==> src/rtl/uart_arb_pkg.sv <==
// Shared definitions for the UART transmit arbiter: FSM state encoding and
// a width helper used for requester indices and the busy-timeout counter.
package uart_arb_pkg;

    localparam logic [1:0] S_IDLE      = 2'd0;
    localparam logic [1:0] S_START     = 2'd1;
    localparam logic [1:0] S_WAIT_BUSY = 2'd2;
    localparam logic [1:0] S_WAIT_DONE = 2'd3;

    // Ceiling log2, never below 1 so a single-requester build keeps a legal vector.
    function automatic int clog2(input int value);
        int result;
        int rem;
        result = 0;
        rem    = value - 1;
        while (rem > 0) begin
            result = result + 1;
            rem    = rem >> 1;
        end
        if (result < 1) begin
            result = 1;
        end
        return result;
    endfunction

endpackage

==> src/rtl/uart_tx_arbiter_rr_select.sv <==
// rr_select: combinational round-robin picker. Searches the request vector
// starting one past the pointer with wrap-around and returns a one-hot grant
// plus its index. With UART_ARB_LOCK_EN defined, an active lock masks every
// requester except lock_id.
module rr_select
    import uart_arb_pkg::*;
#(
    parameter int NUM_REQ = 4,
    parameter int ID_W    = 2
) (
    input  logic [NUM_REQ-1:0] req,
    input  logic [ID_W-1:0]    ptr,
`ifdef UART_ARB_LOCK_EN
    input  logic               lock,
    input  logic [ID_W-1:0]    lock_id,
`endif
    output logic [NUM_REQ-1:0] grant,
    output logic [ID_W-1:0]    grant_id,
    output logic               grant_valid
);

    logic [NUM_REQ-1:0] req_eff;

    genvar gi;

`ifdef UART_ARB_LOCK_EN
    // While locked, only the owning requester is visible to the search.
    generate
        for (gi = 0; gi < NUM_REQ; gi++) begin : g_lock_mask
            assign req_eff[gi] = req[gi] & (~lock | (lock_id == ID_W'(gi)));
        end
    endgenerate
`else
    assign req_eff = req;
`endif

    // First eligible requester after ptr, wrapping; ptr itself is checked last.
    always_comb begin
        grant_valid = 1'b0;
        grant_id    = '0;
        for (int k = 1; k <= NUM_REQ; k++) begin
            if (!grant_valid && req_eff[(int'(ptr) + k) % NUM_REQ]) begin
                grant_valid = 1'b1;
                grant_id    = ID_W'((int'(ptr) + k) % NUM_REQ);
            end
        end
    end

    // One-hot form of the selected index.
    generate
        for (gi = 0; gi < NUM_REQ; gi++) begin : g_onehot
            assign grant[gi] = grant_valid && (grant_id == ID_W'(gi));
        end
    endgenerate

endmodule

==> src/rtl/uart_tx_arbiter.sv <==
// uart_tx_arbiter: shares one UART transmitter between NUM_REQ byte sources.
// One byte is accepted per valid/ready handshake in idle, the transmitter gets
// a one-cycle start pulse, then the arbiter waits for busy to rise and fall
// (or for BUSY_TIMEOUT cycles without a rise) before accepting the next byte.
// Optional feature: define UART_ARB_LOCK_EN to keep the grant on one requester
// until it hands over a byte flagged with req_last.
module uart_tx_arbiter
    import uart_arb_pkg::*;
#(
    parameter int  NUM_REQ      = 4,
    parameter int  BUSY_TIMEOUT = 15,
    localparam int ID_W         = clog2(NUM_REQ)
) (
    input  logic                 clk,
    input  logic                 reset,
    input  logic [NUM_REQ-1:0]   req_valid,
    input  logic [8*NUM_REQ-1:0] req_data,
    input  logic [NUM_REQ-1:0]   req_last,
    output logic [NUM_REQ-1:0]   req_ready,
    output logic                 txd_start,
    output logic [7:0]           txd_data,
    input  logic                 txd_busy,
    output logic [ID_W-1:0]      grant_id,
    output logic                 active
);

    localparam int               CNT_W     = clog2(BUSY_TIMEOUT + 1);
    localparam logic [CNT_W-1:0] CNT_LAST  = CNT_W'(BUSY_TIMEOUT - 1);
    localparam logic [ID_W-1:0]  PTR_RESET = ID_W'(NUM_REQ - 1);

    logic [1:0]         state_reg;
    logic [1:0]         state_next;
    logic [ID_W-1:0]    ptr_reg;
    logic [ID_W-1:0]    grant_id_reg;
    logic [7:0]         data_reg;
    logic [CNT_W-1:0]   cnt_reg;
    logic [NUM_REQ-1:0] sel_grant;
    logic [ID_W-1:0]    sel_id;
    logic               sel_valid;
    logic               idle_ready;
    logic               handshake;
    logic [7:0]         req_byte [NUM_REQ];

    genvar gi;

    // Unpack the flat data bus into one byte per requester.
    generate
        for (gi = 0; gi < NUM_REQ; gi++) begin : g_bytes
            assign req_byte[gi] = req_data[8*gi +: 8];
        end
    endgenerate

`ifdef UART_ARB_LOCK_EN
    logic            lock_reg;
    logic [ID_W-1:0] lock_id_reg;

    rr_select #(
        .NUM_REQ (NUM_REQ),
        .ID_W    (ID_W)
    ) u_rr_select (
        .req         (req_valid),
        .ptr         (ptr_reg),
        .lock        (lock_reg),
        .lock_id     (lock_id_reg),
        .grant       (sel_grant),
        .grant_id    (sel_id),
        .grant_valid (sel_valid)
    );

    // Packet lock: a byte without req_last keeps the grant on its requester.
    always_ff @(posedge clk) begin
        if (reset) begin
            lock_reg    <= 1'b0;
            lock_id_reg <= '0;
        end else if (handshake) begin
            lock_reg    <= ~req_last[sel_id];
            lock_id_reg <= sel_id;
        end
    end
`else
    logic unused_req_last;
    assign unused_req_last = ^req_last;

    rr_select #(
        .NUM_REQ (NUM_REQ),
        .ID_W    (ID_W)
    ) u_rr_select (
        .req         (req_valid),
        .ptr         (ptr_reg),
        .grant       (sel_grant),
        .grant_id    (sel_id),
        .grant_valid (sel_valid)
    );
`endif

    // Ready only in idle with the transmitter free; a busy line after reset blocks grants.
    assign idle_ready = (state_reg == S_IDLE) && !txd_busy;
    assign req_ready  = idle_ready ? sel_grant : '0;
    assign handshake  = idle_ready && sel_valid;

    // State register.
    always_ff @(posedge clk) begin
        if (reset) begin
            state_reg <= S_IDLE;
        end else begin
            state_reg <= state_next;
        end
    end

    // Next-state logic: start pulse, wait for busy rise (bounded), wait for busy fall.
    always_comb begin
        state_next = state_reg;
        case (state_reg)
            S_IDLE: begin
                if (handshake) begin
                    state_next = S_START;
                end
            end
            S_START: begin
                state_next = S_WAIT_BUSY;
            end
            S_WAIT_BUSY: begin
                if (txd_busy) begin
                    state_next = S_WAIT_DONE;
                end else if (cnt_reg == CNT_LAST) begin
                    state_next = S_IDLE;
                end
            end
            S_WAIT_DONE: begin
                if (!txd_busy) begin
                    state_next = S_IDLE;
                end
            end
            default: begin
                state_next = S_IDLE;
            end
        endcase
    end

    // Moore outputs decoded from the state.
    always_comb begin
        txd_start = (state_reg == S_START);
        active    = (state_reg != S_IDLE);
    end

    // Accepted byte, grant index and rotation pointer captured on the handshake.
    always_ff @(posedge clk) begin
        if (reset) begin
            data_reg     <= 8'h00;
            grant_id_reg <= '0;
            ptr_reg      <= PTR_RESET;
        end else if (handshake) begin
            data_reg     <= req_byte[sel_id];
            grant_id_reg <= sel_id;
            ptr_reg      <= sel_id;
        end
    end

    // Cycles spent waiting for busy to rise; cleared outside that state.
    always_ff @(posedge clk) begin
        if (reset) begin
            cnt_reg <= '0;
        end else if (state_reg == S_WAIT_BUSY) begin
            cnt_reg <= cnt_reg + 1'b1;
        end else begin
            cnt_reg <= '0;
        end
    end

    assign txd_data = data_reg;
    assign grant_id = grant_id_reg;

endmodule

==> config.mk <==
export PLATFORM = sky130hd
export DESIGN_NAME = uart_tx_arbiter
export DESIGN_NICKNAME = d
export VERILOG_FILES = /design/src/rtl/uart_arb_pkg.sv /design/src/rtl/uart_tx_arbiter_rr_select.sv /design/src/rtl/uart_tx_arbiter.sv
export SDC_FILE = /design/constraint.sdc
export NUM_CORES = 1
export LEC_CHECK = 0
export BUFFER_PORTS_ARGS = -buffer_cell sky130_fd_sc_hd__buf_4
export CAP_MARGIN = 20
export CORE_MARGIN = 3
export CORE_UTILIZATION = 30
export DETAILED_ROUTE_END_ITERATION = 12
export PLACE_DENSITY = 0.7
export SKIP_CTS_REPAIR_TIMING = 1
export SLEW_MARGIN = 30
export SYNTH_ARGS = -nofsm -noshare
export SYNTH_HDL_FRONTEND = slang
export SYNTH_SLANG_ARGS = --single-unit
==> constraint.sdc <==
create_clock -name clk -period 1.7 [get_ports clk]
set_input_delay 0.085 -clock clk [delete_from_list [all_inputs] [get_ports clk]]
set_output_delay 0.085 -clock clk [all_outputs]
set_load 0.02 [all_outputs]
# Word-level counts from Yosys, hierarchy flattened
# Index checks and enable logic that the tools add are counted.
# word_totals
elab_cells	82
out_inout_bits	16
input_bits	43
reg_bits	18
# classes
order_cmp	5
n_reduce_logical	22
mux	29
addsub	5
bitwise_logic	6
n_eq_ne	10
# op_table
op	count
binary-select mux 8 bit (select 2 bit)	1
less-than comparator 3 x 4 -> 1 bit (second input constant)	4
2-to-1 mux 2 bit	8
2-to-1 mux 8 bit	2
2-to-1 mux 1 bit	12
OR reduction 2 bit	5
logical AND 1 bit	9
binary-select mux 1 bit (select 2 bit)	4
equality test 2 bit (second input constant)	4
case mux 2 bit (4 select lines)	1
adder 2 x 1 -> 2 bit (second input constant)	2
adder 2 bit (second input constant)	2
adder 4 x 1 -> 4 bit (second input constant)	1
AND 1 bit (first input constant)	4
equality test 2 x 1 -> 1 bit (second input constant)	2
equality test 4 bit (second input constant)	1
zero test 1 bit	4
zero test 2 bit	2
2-to-1 mux 4 bit	1
!= test 2 bit (second input constant)	2
>= comparator 3 bit (second input constant)	1
!= test 3 bit (second input constant)	1
inverter 2 -> 3 bit	1
AND reduction 3 bit	1
other kinds (2)	2

# Longest topological paths before layout
# Gate-level depths: netlist (run 1).
# depth
word_depth	20
depth_mapped	7
ltp_nobuf	5

# Modules after synthesis
# From an unflattened synthesis (run 1), not the netlist that was laid out.
# unflattened
hier_cells	125
area_unflattened_um2	1104.8
# modules_own_cells
module	instances	area_per_inst_um2	seq_area_each_um2	cells_each
uart_tx_arbiter	1	882.1	360.3	91
rr_select	1	222.7	0.0	34

# Worst setup path after synthesis (run 1)
# No wires, ideal clock.
# synth_path
path_type	reg-to-reg
from	register ptr_reg[0]
to	register data_reg[0] (netlist: txd_data[0])
setup_time_ns	0.136
period_less_slack_ns	1.479
n_path_buf	2
arrival_ns	1.343
path_slack_ns	0.221
required_ns	1.564
stages_incl_launch_ff	8
cell_sequence	dfxtp_1 nand2b_1 a21boi_1 o211a_1 buf_6 buf_12 mux2i_1 o221ai_1
# synth_via
elab_chain_cells	18
elab_cells_between_ends	35
classes_between	add/sub (4); mux (23); bitwise (1); reduce/logical (7)
# synth_lines
item	line	rtl
start: declaration	uart_tx_arbiter.sv:33	logic [ID_W-1:0] ptr_reg;
start signal: assignment	uart_tx_arbiter.sv:155	ptr_reg <= sel_id;
adder 2 x 1 -> 2 bit	uart_tx_arbiter_rr_select.sv:42, uart_tx_arbiter_rr_select.sv:44	
binary-select mux 1 bit (select 2 bit)	uart_tx_arbiter_rr_select.sv:42	if (!grant_valid && req_eff[(int'(ptr) + k) % NUM_REQ]) begin
2-to-1 mux 1 bit (implied by the code) (2 in a row)	uart_tx_arbiter_rr_select.sv:42	
2-to-1 mux 1 bit	uart_tx_arbiter_rr_select.sv:42	
zero test 1 bit	uart_tx_arbiter_rr_select.sv:42	
logical AND 1 bit	uart_tx_arbiter_rr_select.sv:42	
2-to-1 mux 1 bit	uart_tx_arbiter_rr_select.sv:42	
zero test 1 bit	uart_tx_arbiter_rr_select.sv:42	
logical AND 1 bit	uart_tx_arbiter_rr_select.sv:42	
2-to-1 mux 1 bit	uart_tx_arbiter_rr_select.sv:42	
zero test 1 bit	uart_tx_arbiter_rr_select.sv:42	
logical AND 1 bit	uart_tx_arbiter_rr_select.sv:42	
2-to-1 mux 2 bit	uart_tx_arbiter_rr_select.sv:42	
inverter 2 -> 3 bit (implied by the code)	uart_tx_arbiter.sv:153	data_reg <= req_byte[sel_id];
binary-select mux 8 bit (select 2 bit)	uart_tx_arbiter.sv:153	
2-to-1 mux 8 bit (implied by the code) (2 in a row)	uart_tx_arbiter.sv:153	
end signal: assignment	uart_tx_arbiter.sv:153	
end: declaration	uart_tx_arbiter.sv:35	logic [7:0] data_reg;
# Several ways; a longest one is shown, not always the timed one. The select of a mux whose other input is x is not followed.
# A chain may end at the register's enable or synchronous reset.

# Final worst setup path (run 1)
# layout_path
from	register ptr_reg[0]
to	output req_ready[1]
# layout_via
elab_chain_cells	17
elab_cells_between_ends	33
classes_between	add/sub (4); eq/ne (1); mux (21); reduce/logical (7)
# layout_lines
item	line	rtl
adder 2 x 1 -> 2 bit	uart_tx_arbiter_rr_select.sv:42, uart_tx_arbiter_rr_select.sv:44	
binary-select mux 1 bit (select 2 bit)	uart_tx_arbiter_rr_select.sv:42	
2-to-1 mux 1 bit (implied by the code) (2 in a row)	uart_tx_arbiter_rr_select.sv:42	
2-to-1 mux 1 bit	uart_tx_arbiter_rr_select.sv:42	
zero test 1 bit	uart_tx_arbiter_rr_select.sv:42	
logical AND 1 bit	uart_tx_arbiter_rr_select.sv:42	
2-to-1 mux 1 bit	uart_tx_arbiter_rr_select.sv:42	
zero test 1 bit	uart_tx_arbiter_rr_select.sv:42	
logical AND 1 bit	uart_tx_arbiter_rr_select.sv:42	
2-to-1 mux 1 bit	uart_tx_arbiter_rr_select.sv:42	
zero test 1 bit	uart_tx_arbiter_rr_select.sv:42	
logical AND 1 bit	uart_tx_arbiter_rr_select.sv:42	
2-to-1 mux 2 bit	uart_tx_arbiter_rr_select.sv:42	
equality test 2 x 1 -> 1 bit	uart_tx_arbiter_rr_select.sv:52	assign grant[gi] = grant_valid && (grant_id == ID_W'(gi));
logical AND 1 bit (*)	uart_tx_arbiter_rr_select.sv:52	
2-to-1 mux 4 bit (*)	uart_tx_arbiter.sv:98	assign req_ready = idle_ready ? sel_grant : '0;
end: declaration	uart_tx_arbiter.sv:19	output logic [NUM_REQ-1:0] req_ready,
# Every way passes the cells marked *; elsewhere a longest branch is shown, timed or not. The select of a mux whose other input is x is not followed.

==> out/metrics.yaml, run 1 <==
yosys:
  synth.top_cells.by_count: "dfxtp_1 (18), mux2i_1 (16), nor2_1 (11)"
  net_count_synth: 153
  syn_inst: 108
  netlist-cell-type-count: 31
  yosys.cell_count.top_type: "dfxtp_1"
  ys.warnings.count: 0
  ys_ff_latch: 18
  ys_seq_area_share_pct: 36.1
  dominantRegCellSynth: "dfxtp_1"
  netlist.area_leader.share_pct: 36.1
  synth_enable_flop_cells: 0
  synth_area_per_cell_um2: 9.24
  synth-async-reset-ratio_pct: 0
  netlist.top_cell.by_area: "dfxtp_1"
  mappedNetlistArea_um2: 998
  synth.top_cells.by_area: "dfxtp_1 (36%), mux2i_1 (16%), o221ai_1 (7.0%), nand3b_1 (6.0%), nor2_1 (4.1%)"
cells_and_area:
  drive_above_1_share_pct: 49.4
  ff_latch_area_um2: 364
  stdcell_area_mm2: 0.00167
  largest_register_ff_count: 8
  synth_to_layout_area_growth_pct: 67.5
  nets: 226
  multiInputGateArea_um2: 632
  fill_cells: 297
  n_antenna_cell: 0
die:
  top_level_ports: 59
  core_region_area_mm2: 0.00310
  core.rowCount: 20
  dieArea_mm2: 0.00406
  die-height_um: 63.7
  initial_core_util_pct: 32.2
  horizontal_die_dimension_um: 63.7
global_route:
  antenna_found_initial: 0
  grt_use_total_pct: 14.5
  globalRouteOverflowTotal: 0
  vias_in_the_first_global_route: 1041
  maximum_number_of_pins_on_one_net_before_global_route_repair: 18
  grt_first_pass_wirelength_mm: 4.62
detailed_routing:
  detail_route.first_pass.iterations: 4
  totalWireLength_mm: 3.15
  drt_iter0_drc: 33
  drcViolationCount: 0
  wl_per_cell_um: 14.0
  final_ant_viol_nets: 0
  dr_total_vias: 1095
  viasPerCell: 4.89
cts:
  number_of_h_tree_levels: 1
  cts_buffer_depth: 2
  clock_tree.root_cell: "clkbuf_4"
  worstSkewPairLatency_ns: 0.30
  clkTransAtPathRegs_ns: 0.12
  tritoncts: "built"
  cts_sinks: 18
  cts_buffers: 3
setup_path:
  critical_path_depth: 7
  crit_fanout: 5
  critPathCaptureType: "output port"
  crit_path_max_incr_delay_ns: 0.36
  ff2ff_setup_slack_ns: -0.02
  worstPathCellList: "nand2b_4 > a21boi_2 > o211a_4 > buf_12 > nand2b_4 > nor2_4 > buf_6"
  dominant_cell_type_by_count_on_the_critical_path: "nand2b_4"
  worst-endpoint-arrival_ns: 1.71
  worstSetupStartpointType: "flip-flop"
  kind_of_cell_adding_the_most_delay_to_the_critical_path: "compound AO/OA/AOI/OAI gates"
  timing.reg2reg.worst_path_depth: 8
  critical_path_class: "reg -> out"
  critical_path_required_ns: 1.62
  timing.rr.start: "ptr_reg[0]"
  critical_path_top_delay_cell: "dfxtp_2"
  critical_path.reg2reg.endpoint: "txd_data[6]"
  cp_num_buf_inv: 2
sta:
  hold_viol: 0
  skew_ns: 0.0165
  max-slew-margin-rel_pct: 72.7
  setup_ws_ns: -0.0926
  min_period_over_period_pct: 105
  min_period_ns: 1.79
  rsz0062_at_grt: "true"
  setup_total_negative_slack_ns: -0.242
  report.final.slew_viol_count: 0
  finalHoldWorstSlack_ns: 0.0482
  tightest_slew_ns: 0.405
  max_freq_mhz: 558
  timing.final.setup_violations: 7
power:
  design_power_total_w: 0.00131
  power_density_mw_per_mm2: 783
  leakagePower_nw: 0.800
  max-vdd-ir-drop_v: 0.000478
placed_design:
  buffer_ports.inserted: 54
  gp_congestion: 0.755
  post-dp-hpwl_mm: 2.30
  dpl_cell_area_mm2: 0.00145
hold_path:
  hold_path_depth: 2
  worst_min_path_start: "reset"
  min_delay_worst_endpoint: "grant_id[1]"
  holdCritPathClass: "in -> reg"
job:
  cap_viol_max_count: 0
run_status:
  status: "finished, violations left"
  violated_checks: "negative setup slack"
[worst register-to-register path, cell delays in order (launching register included)]
cell and delay, ns:
dfxtp_2 0.36, nand2b_4 0.14, a21boi_2 0.16, o211a_4 0.24, buf_12 0.13, buf_4 0.13, buf_4 0.13, mux2i_1 0.16
o221ai_1 0.13
[routing by layer]
metal  GRT usage [%]  routed length [um]
met5               0                   0
met4            5.66                  73
met3            4.99                 159
met2            25.4                1660
met1            16.0                1250
[stage by stage]
stage | worst slack [ns] | utilization [%] | instances
finish | -0.0926 | 53.9 | 224
global placement | 0.136 | 46.9 | 205
global route | -0.144 | 53.9 | 224
floorplan | 0.221 | - | 108
CTS | -0.263 | 48.0 | 209
detailed placement | 0.0886 | 46.9 | 205
[final cells by class]
type / instances / area share [%]
flip-flops and latches: 18 / 21.8
inverters: 3 / 0.673
clock buffers: 4 / 2.17
well taps: 44 / 3.29
repair buffers: 72 / 34.3
multi-input cells: 83 / 37.8
[logic make-up (layout without fill, tap and decap cells)]
kind of cell    Yosys count  in the layout  share of synthesized area (%)
compound gates           25             25                           18.3
xor+xnor                  2              2                           1.75
fa+ha+maj                 2              2                           2.51
buf+inv                   7             79                           5.14
flops                    18             18                           36.1
mux                      16             16                           16.0
simple gates             38             38                           20.2
[report_power, final]
part / switching, W / leakage (nW) / total (W) / internal, W
registers: 0.0000329 / 0.147 / 0.000496 / 0.000463
clock network: 0.000142 / 0.0210 / 0.000273 / 0.000131
logic: 0.000236 / 0.632 / 0.000541 / 0.000305
[placed cells by master, fill, tap and decap left out, types with 2 or more instances in the layout]
| cell | synthesis | final |
|---|---|---|
| mux2i_1 | 16 | 16 |
| dfxtp_2 | 0 | 3 |
| nand3b_1 | 8 | 8 |
| nor2b_1 | 3 | 3 |
| nand2b_4 | 0 | 2 |
| clkbuf_4 | 0 | 3 |
| inv_1 | 3 | 3 |
| nand2_1 | 8 | 8 |
| buf_4 | 0 | 69 |
| o21ai_0 | 3 | 3 |
| dfxtp_1 | 18 | 15 |
| ha_1 | 2 | 2 |
| a21oi_1 | 6 | 6 |
| o221ai_1 | 8 | 8 |
| nor2_1 | 11 | 10 |
[how the worst max path moves through the flow]
stage	slack [ns]	end	start
3_3_place_gp	0.14	req_ready[1]	ptr_reg[0]
5_1_grt	-0.14	req_ready[1]	ptr_reg[0]
3_5_place_dp	0.09	txd_data[4]	ptr_reg[0]
2_1_floorplan	0.22	txd_data[0]	ptr_reg[0]
4_1_cts	-0.26	req_ready[1]	ptr_reg[0]
6_report	-0.09	req_ready[1]	ptr_reg[0]
Power figures use the tool's default switching activity.
==> run 2, diff against run 1 <==
--- a/config.mk
+++ b/config.mk
@@ -7,10 +7,13 @@
 export LEC_CHECK = 0
 export BUFFER_PORTS_ARGS = -buffer_cell sky130_fd_sc_hd__buf_4
 export CAP_MARGIN = 20
+export CELL_PAD_IN_SITES_DETAIL_PLACEMENT = 1
+export CELL_PAD_IN_SITES_GLOBAL_PLACEMENT = 1
+export CORE_ASPECT_RATIO = 0.6
 export CORE_MARGIN = 3
 export CORE_UTILIZATION = 30
 export DETAILED_ROUTE_END_ITERATION = 12
-export PLACE_DENSITY = 0.7
+export PLACE_DENSITY = 0.9
 export SKIP_CTS_REPAIR_TIMING = 1
 export SLEW_MARGIN = 30
 export SYNTH_ARGS = -nofsm -noshare
==> run 2 against run 1 <==
Effect of this change: the run still ends with negative setup slack left; global-route usage is 1.7 points higher; critical path depth unchanged; sequential power about the same; flip-flop and latch count unchanged.
==> out/metrics.yaml, run 2 (synthesis gave the netlist of run 1 again) <==
detailed_routing:
  dr_total_vias: 1079
  totalWireLength_mm: 3.55
  wl_per_cell_um: 16.8
  detail_route.first_pass.iterations: 4
  final_ant_viol_nets: 0
  drt_iter0_drc: 29
  drcViolationCount: 0
  viasPerCell: 5.11
setup_path:
  crit_fanout: 5
  worstPathCellList: "nand2b_4 > a21boi_4 > o211a_1 > buf_12 > nand2b_4 > nor2_2 > buf_6"
  critical_path_required_ns: 1.62
  worst-endpoint-arrival_ns: 1.66
  dominant_cell_type_by_count_on_the_critical_path: "nand2b_4"
  kind_of_cell_adding_the_most_delay_to_the_critical_path: "simple AND/OR/NAND/NOR gates"
  critical_path_top_delay_cell: "dfxtp_2"
  crit_path_max_incr_delay_ns: 0.34
  worstSetupStartpointType: "flip-flop"
  critical_path_class: "reg -> out"
  critPathCaptureType: "output port"
  cp_num_buf_inv: 2
cells_and_area:
  fill_cells: 341
  synth_to_layout_area_growth_pct: 65.0
  drive_above_1_share_pct: 47.3
  multiInputGateArea_um2: 662
  postLayoutCoreUtil_pct: 54.5
  ff_latch_area_um2: 365
  largest_register_ff_count: 8
  nets: 216
  n_antenna_cell: 0
  final_common_cell: "buf_4"
  most-common-layout-cells: "buf_4 (57), dfxtp_1 (16), mux2i_1 (15)"
cts:
  clkTransAtPathRegs_ns: 0.07
  worstSkewPairLatency_ns: 0.26
  clock_tree.root_cell: "clkbuf_8"
  tritoncts: "built"
  cts_sinks: 18
  cts_buffers: 3
  number_of_h_tree_levels: 1
  cts_buffer_depth: 2
global_route:
  antenna_found_initial: 0
  vias_in_the_first_global_route: 1050
  grt_use_total_pct: 16.2
  globalRouteOverflowTotal: 0
  maximum_number_of_pins_on_one_net_before_global_route_repair: 18
  grt_first_pass_wirelength_mm: 5.00
sta:
  skew_ns: 0.00634
  max_freq_mhz: 574
  hold_viol: 0
  timing.final.setup_violations: 3
  report.final.slew_viol_count: 0
  min_period_over_period_pct: 102
  max-slew-margin-rel_pct: 74.9
  tightest_slew_ns: 0.377
  min_period_ns: 1.74
  rsz0062_at_grt: "true"
  finalHoldWorstSlack_ns: 0.103
  setup_ws_ns: -0.0417
placed_design:
  gp_congestion: 0.692
  post-dp-hpwl_mm: 2.58
  buffer_ports.inserted: 54
power:
  p_int_w: 0.000901
  pwr-share-seq_pct: 37.7
  switching_power_w: 0.000419
  max-vdd-ir-drop_v: 0.000386
  power_density_mw_per_mm2: 801
  share_clk_of_total_power_pct: 22.7
  sw_frac_of_total_pct: 31.8
  power.share.combinational_pct: 39.6
  leakagePower_nw: 0.775
die:
  dieArea_mm2: 0.00408
  top_level_ports: 59
  core_region_area_mm2: 0.00302
  die-height_um: 50.7
  core.rowCount: 15
  horizontal_die_dimension_um: 80.5
  initial_core_util_pct: 33.0
run_status:
  status: "finished, violations left"
  violated_checks: "negative setup slack"
hold_path:
  holdCritPathClass: "in -> reg"
job:
  cap_viol_max_count: 0
==> run 2: layout make-up <==
cell class	count	area share, %
Sequential cell	18	22.2
Clock buffer	3	2.51
Timing Repair Buffer	62	31.3
Inverter	3	0.683
Multi-Input combinational cell	83	40.2
Tap cell	42	3.19
==> run 2: stage by stage <==
stage / power [W] / TNS, ns / area [um2] / cells / worst slack [ns]
CTS: 0.00123 / -0.348 / 1490 / 206 / -0.199
finish: 0.00132 / -0.0895 / 1650 / 211 / -0.0417
global route: 0.00140 / -0.465 / 1650 / 211 / -0.130
global placement: 0.000913 / 0 / 1450 / 203 / 0.137
detailed placement: 0.000931 / -0.00391 / 1450 / 203 / -0.00391
floorplan: 0.000746 / 0 / 998 / 108 / 0.221
==> run 2: per-layer routing <==
layer  GRT usage (%)  up-vias  share of wire [%]
li1                -      520                  -
met3            5.56        5                6.0
met4            5.90        0               0.87
met1            18.1      527                 40
met5               0        -                  0
met2            28.4       27                 53
==> run 2: path summary, 6_finish.rpt <==
check,from,end,slack (ns),cells after the start
max,ptr_reg[0],req_ready[1],-0.04,7
min reg2reg,cnt_reg[0],cnt_reg[0],0.47,1
min,reset,grant_id[0],0.10,2
max reg2reg,ptr_reg[0],txd_data[1],0.03,7
==> run 2: power groups by stage <==
stage	Combinational [W]	Sequential (W)	Clock, W
floorplan	0.000217	0.000530	0
global placement	0.000414	0.000499	0
detailed placement	0.000428	0.000503	0
CTS	0.000429	0.000494	0.000308
global route	0.000563	0.000501	0.000332
finish	0.000523	0.000497	0.000299
==> run 3, diff against run 2 <==
--- a/config.mk
+++ b/config.mk
@@ -10,7 +10,6 @@
 export CELL_PAD_IN_SITES_DETAIL_PLACEMENT = 1
 export CELL_PAD_IN_SITES_GLOBAL_PLACEMENT = 1
 export CORE_ASPECT_RATIO = 0.6
-export CORE_MARGIN = 3
 export CORE_UTILIZATION = 30
 export DETAILED_ROUTE_END_ITERATION = 12
 export PLACE_DENSITY = 0.9
@@ -19,3 +18,4 @@
 export SYNTH_ARGS = -nofsm -noshare
 export SYNTH_HDL_FRONTEND = slang
 export SYNTH_SLANG_ARGS = --single-unit
+export TNS_END_PERCENT = 30
==> run 3 against run 2 <==
Effect of this change: the flow still finishes with violations (negative setup slack); clock skew is 0.0022 ns higher; sequential power is essentially flat; worst hold slack improved by 0.0066 ns; clock-buffer cell count up 1; register-to-register slack worse by 0.03 ns; design area fell by 2.6%; clock power rose by 21%; sequential share of layout area increased by 0.59 points; largest cell class unchanged.
==> out/metrics.yaml, run 3 (synthesis gave the netlist of run 1 again) <==
run_status:
  status: "finished, violations left"
  violated_checks: "negative setup slack"
detailed_routing:
  viasPerCell: 5.23
  drt_iter0_drc: 48
  detail_route.first_pass.iterations: 4
  final_ant_viol_nets: 0
  totalWireLength_mm: 3.59
  wl_per_cell_um: 16.9
  drcViolationCount: 0
  dr_total_vias: 1108
setup_path:
  crit_path_max_incr_delay_ns: 0.36
  worstSetupStartpointType: "flip-flop"
  kind_of_cell_adding_the_most_delay_to_the_critical_path: "simple AND/OR/NAND/NOR gates"
  critical_path_required_ns: 1.62
  ff2ff_setup_slack_ns: 0
  worstPathCellList: "nand2b_4 > o22ai_1 > nor2_1 > nor3_1 > buf_4"
  critical_path_depth: 5
  crit_fanout: 4
  timing.reg2reg.worst_path_depth: 5
  critical_path_class: "reg -> out"
  cp_num_buf_inv: 1
  critical_path_top_delay_cell: "dfxtp_4"
  critPathCaptureType: "output port"
  worst-endpoint-arrival_ns: 1.66
power:
  power_density_mw_per_mm2: 839
  share_clk_of_total_power_pct: 26.8
  leakagePower_nw: 0.765
  pwr-share-seq_pct: 36.8
  switching_power_w: 0.000423
  sw_frac_of_total_pct: 31.4
  design_power_total_w: 0.00135
  p_int_w: 0.000923
  max-vdd-ir-drop_v: 0.000427
  power.share.combinational_pct: 36.4
sta:
  rsz0062_at_grt: "true"
  max_freq_mhz: 574
  tightest_slew_ns: 0.441
  setup_ws_ns: -0.0421
  hold_viol: 0
  min_period_ns: 1.74
  skew_ns: 0.00852
  max-slew-margin-rel_pct: 70.3
  min_period_over_period_pct: 102
  timing.final.setup_violations: 4
  report.final.slew_viol_count: 0
cts:
  tritoncts: "built"
  cts_sinks: 18
  cts_buffers: 3
  clkTransAtPathRegs_ns: 0.08
  cts_buffer_depth: 2
  worstSkewPairLatency_ns: 0.26
  number_of_h_tree_levels: 1
  clock_tree.root_cell: "clkbuf_8"
global_route:
  grt_use_total_pct: 19.2
  grt_first_pass_wirelength_mm: 5.12
  antenna_found_initial: 0
  maximum_number_of_pins_on_one_net_before_global_route_repair: 18
  globalRouteOverflowTotal: 0
  vias_in_the_first_global_route: 1049
die:
  core.rowCount: 15
  initial_core_util_pct: 33.0
  die-height_um: 46.7
  dieArea_mm2: 0.00357
  core_region_area_mm2: 0.00302
  top_level_ports: 59
  horizontal_die_dimension_um: 76.5
cells_and_area:
  stdcell_area_mm2: 0.00161
  drive_above_1_share_pct: 45.9
  synth_to_layout_area_growth_pct: 60.8
  nets: 216
  final_common_cell: "buf_4"
  n_antenna_cell: 0
  largest_register_ff_count: 8
  most-common-layout-cells: "buf_4 (59), dfxtp_1 (16), mux2i_1 (15), nor2_1 (10)"
hold_path:
  holdCritPathClass: "in -> reg"
  hold_path_depth: 2
placed_design:
  gp_congestion: 0.792
  dpl_cell_area_mm2: 0.00145
  buffer_ports.inserted: 54
  post-dp-hpwl_mm: 2.56
job:
  cap_viol_max_count: 0
[run 3: cell count changes in the layout (fill, tap and decap cells not counted), sizes merged]
| cell | previous run | this run |
|---|---|---|
| buf | 61 | 62 |
[run 3: area by class of cell]
class	instances	area, um2
timing repair buffer	62	485
multi-input combinational	83	636
inverter	3	11.3
fill	361	1420
clock buffer	4	55.1
sequential	18	365
tap	42	52.6
[run 3: power by group through the flow]
| stage | logic (W) | clock network (W) | registers (W) |
|---|---|---|---|
| after global routing | 0.000522 | 0.000389 | 0.000502 |
| final | 0.000490 | 0.000361 | 0.000496 |
| after floorplan | 0.000217 | 0 | 0.000530 |
| after CTS | 0.000432 | 0.000370 | 0.000492 |
| after detailed placement | 0.000431 | 0 | 0.000502 |
| after global placement | 0.000413 | 0 | 0.000498 |
[run 3: path summary, 6_finish.rpt]
path                            startpoint            to
worst max-delay path            ptr_reg[0]  req_ready[0]
worst min-delay path                 reset   grant_id[1]
worst max register to register  ptr_reg[0]   txd_data[1]
worst min register to register  cnt_reg[0]    cnt_reg[0]
[run 3: metal layers]
metal | track usage [%] | up-vias | wire (um)
li1 | - | 520 | -
met1 | 20.8 | 544 | 1460
met2 | 38.7 | 35 | 1900
met3 | 4.95 | 9 | 176
met4 | 4.62 | 0 | 53
met5 | 0 | - | 0
[run 3: metrics by stage]
step	hold WS (ns)	utilization [%]	worst slack (ns)	setup TNS (ns)	std cells
2_1_floorplan	0.234	-	0.221	0	108
3_3_place_gp	0.365	48.0	0.138	0	203
3_5_place_dp	0.380	48.0	0.0670	0	203
4_1_cts	0.105	49.9	-0.172	-0.404	207
5_1_grt	0.127	53.1	-0.132	-0.837	212
6_report	0.110	53.1	-0.0421	-0.0859	212
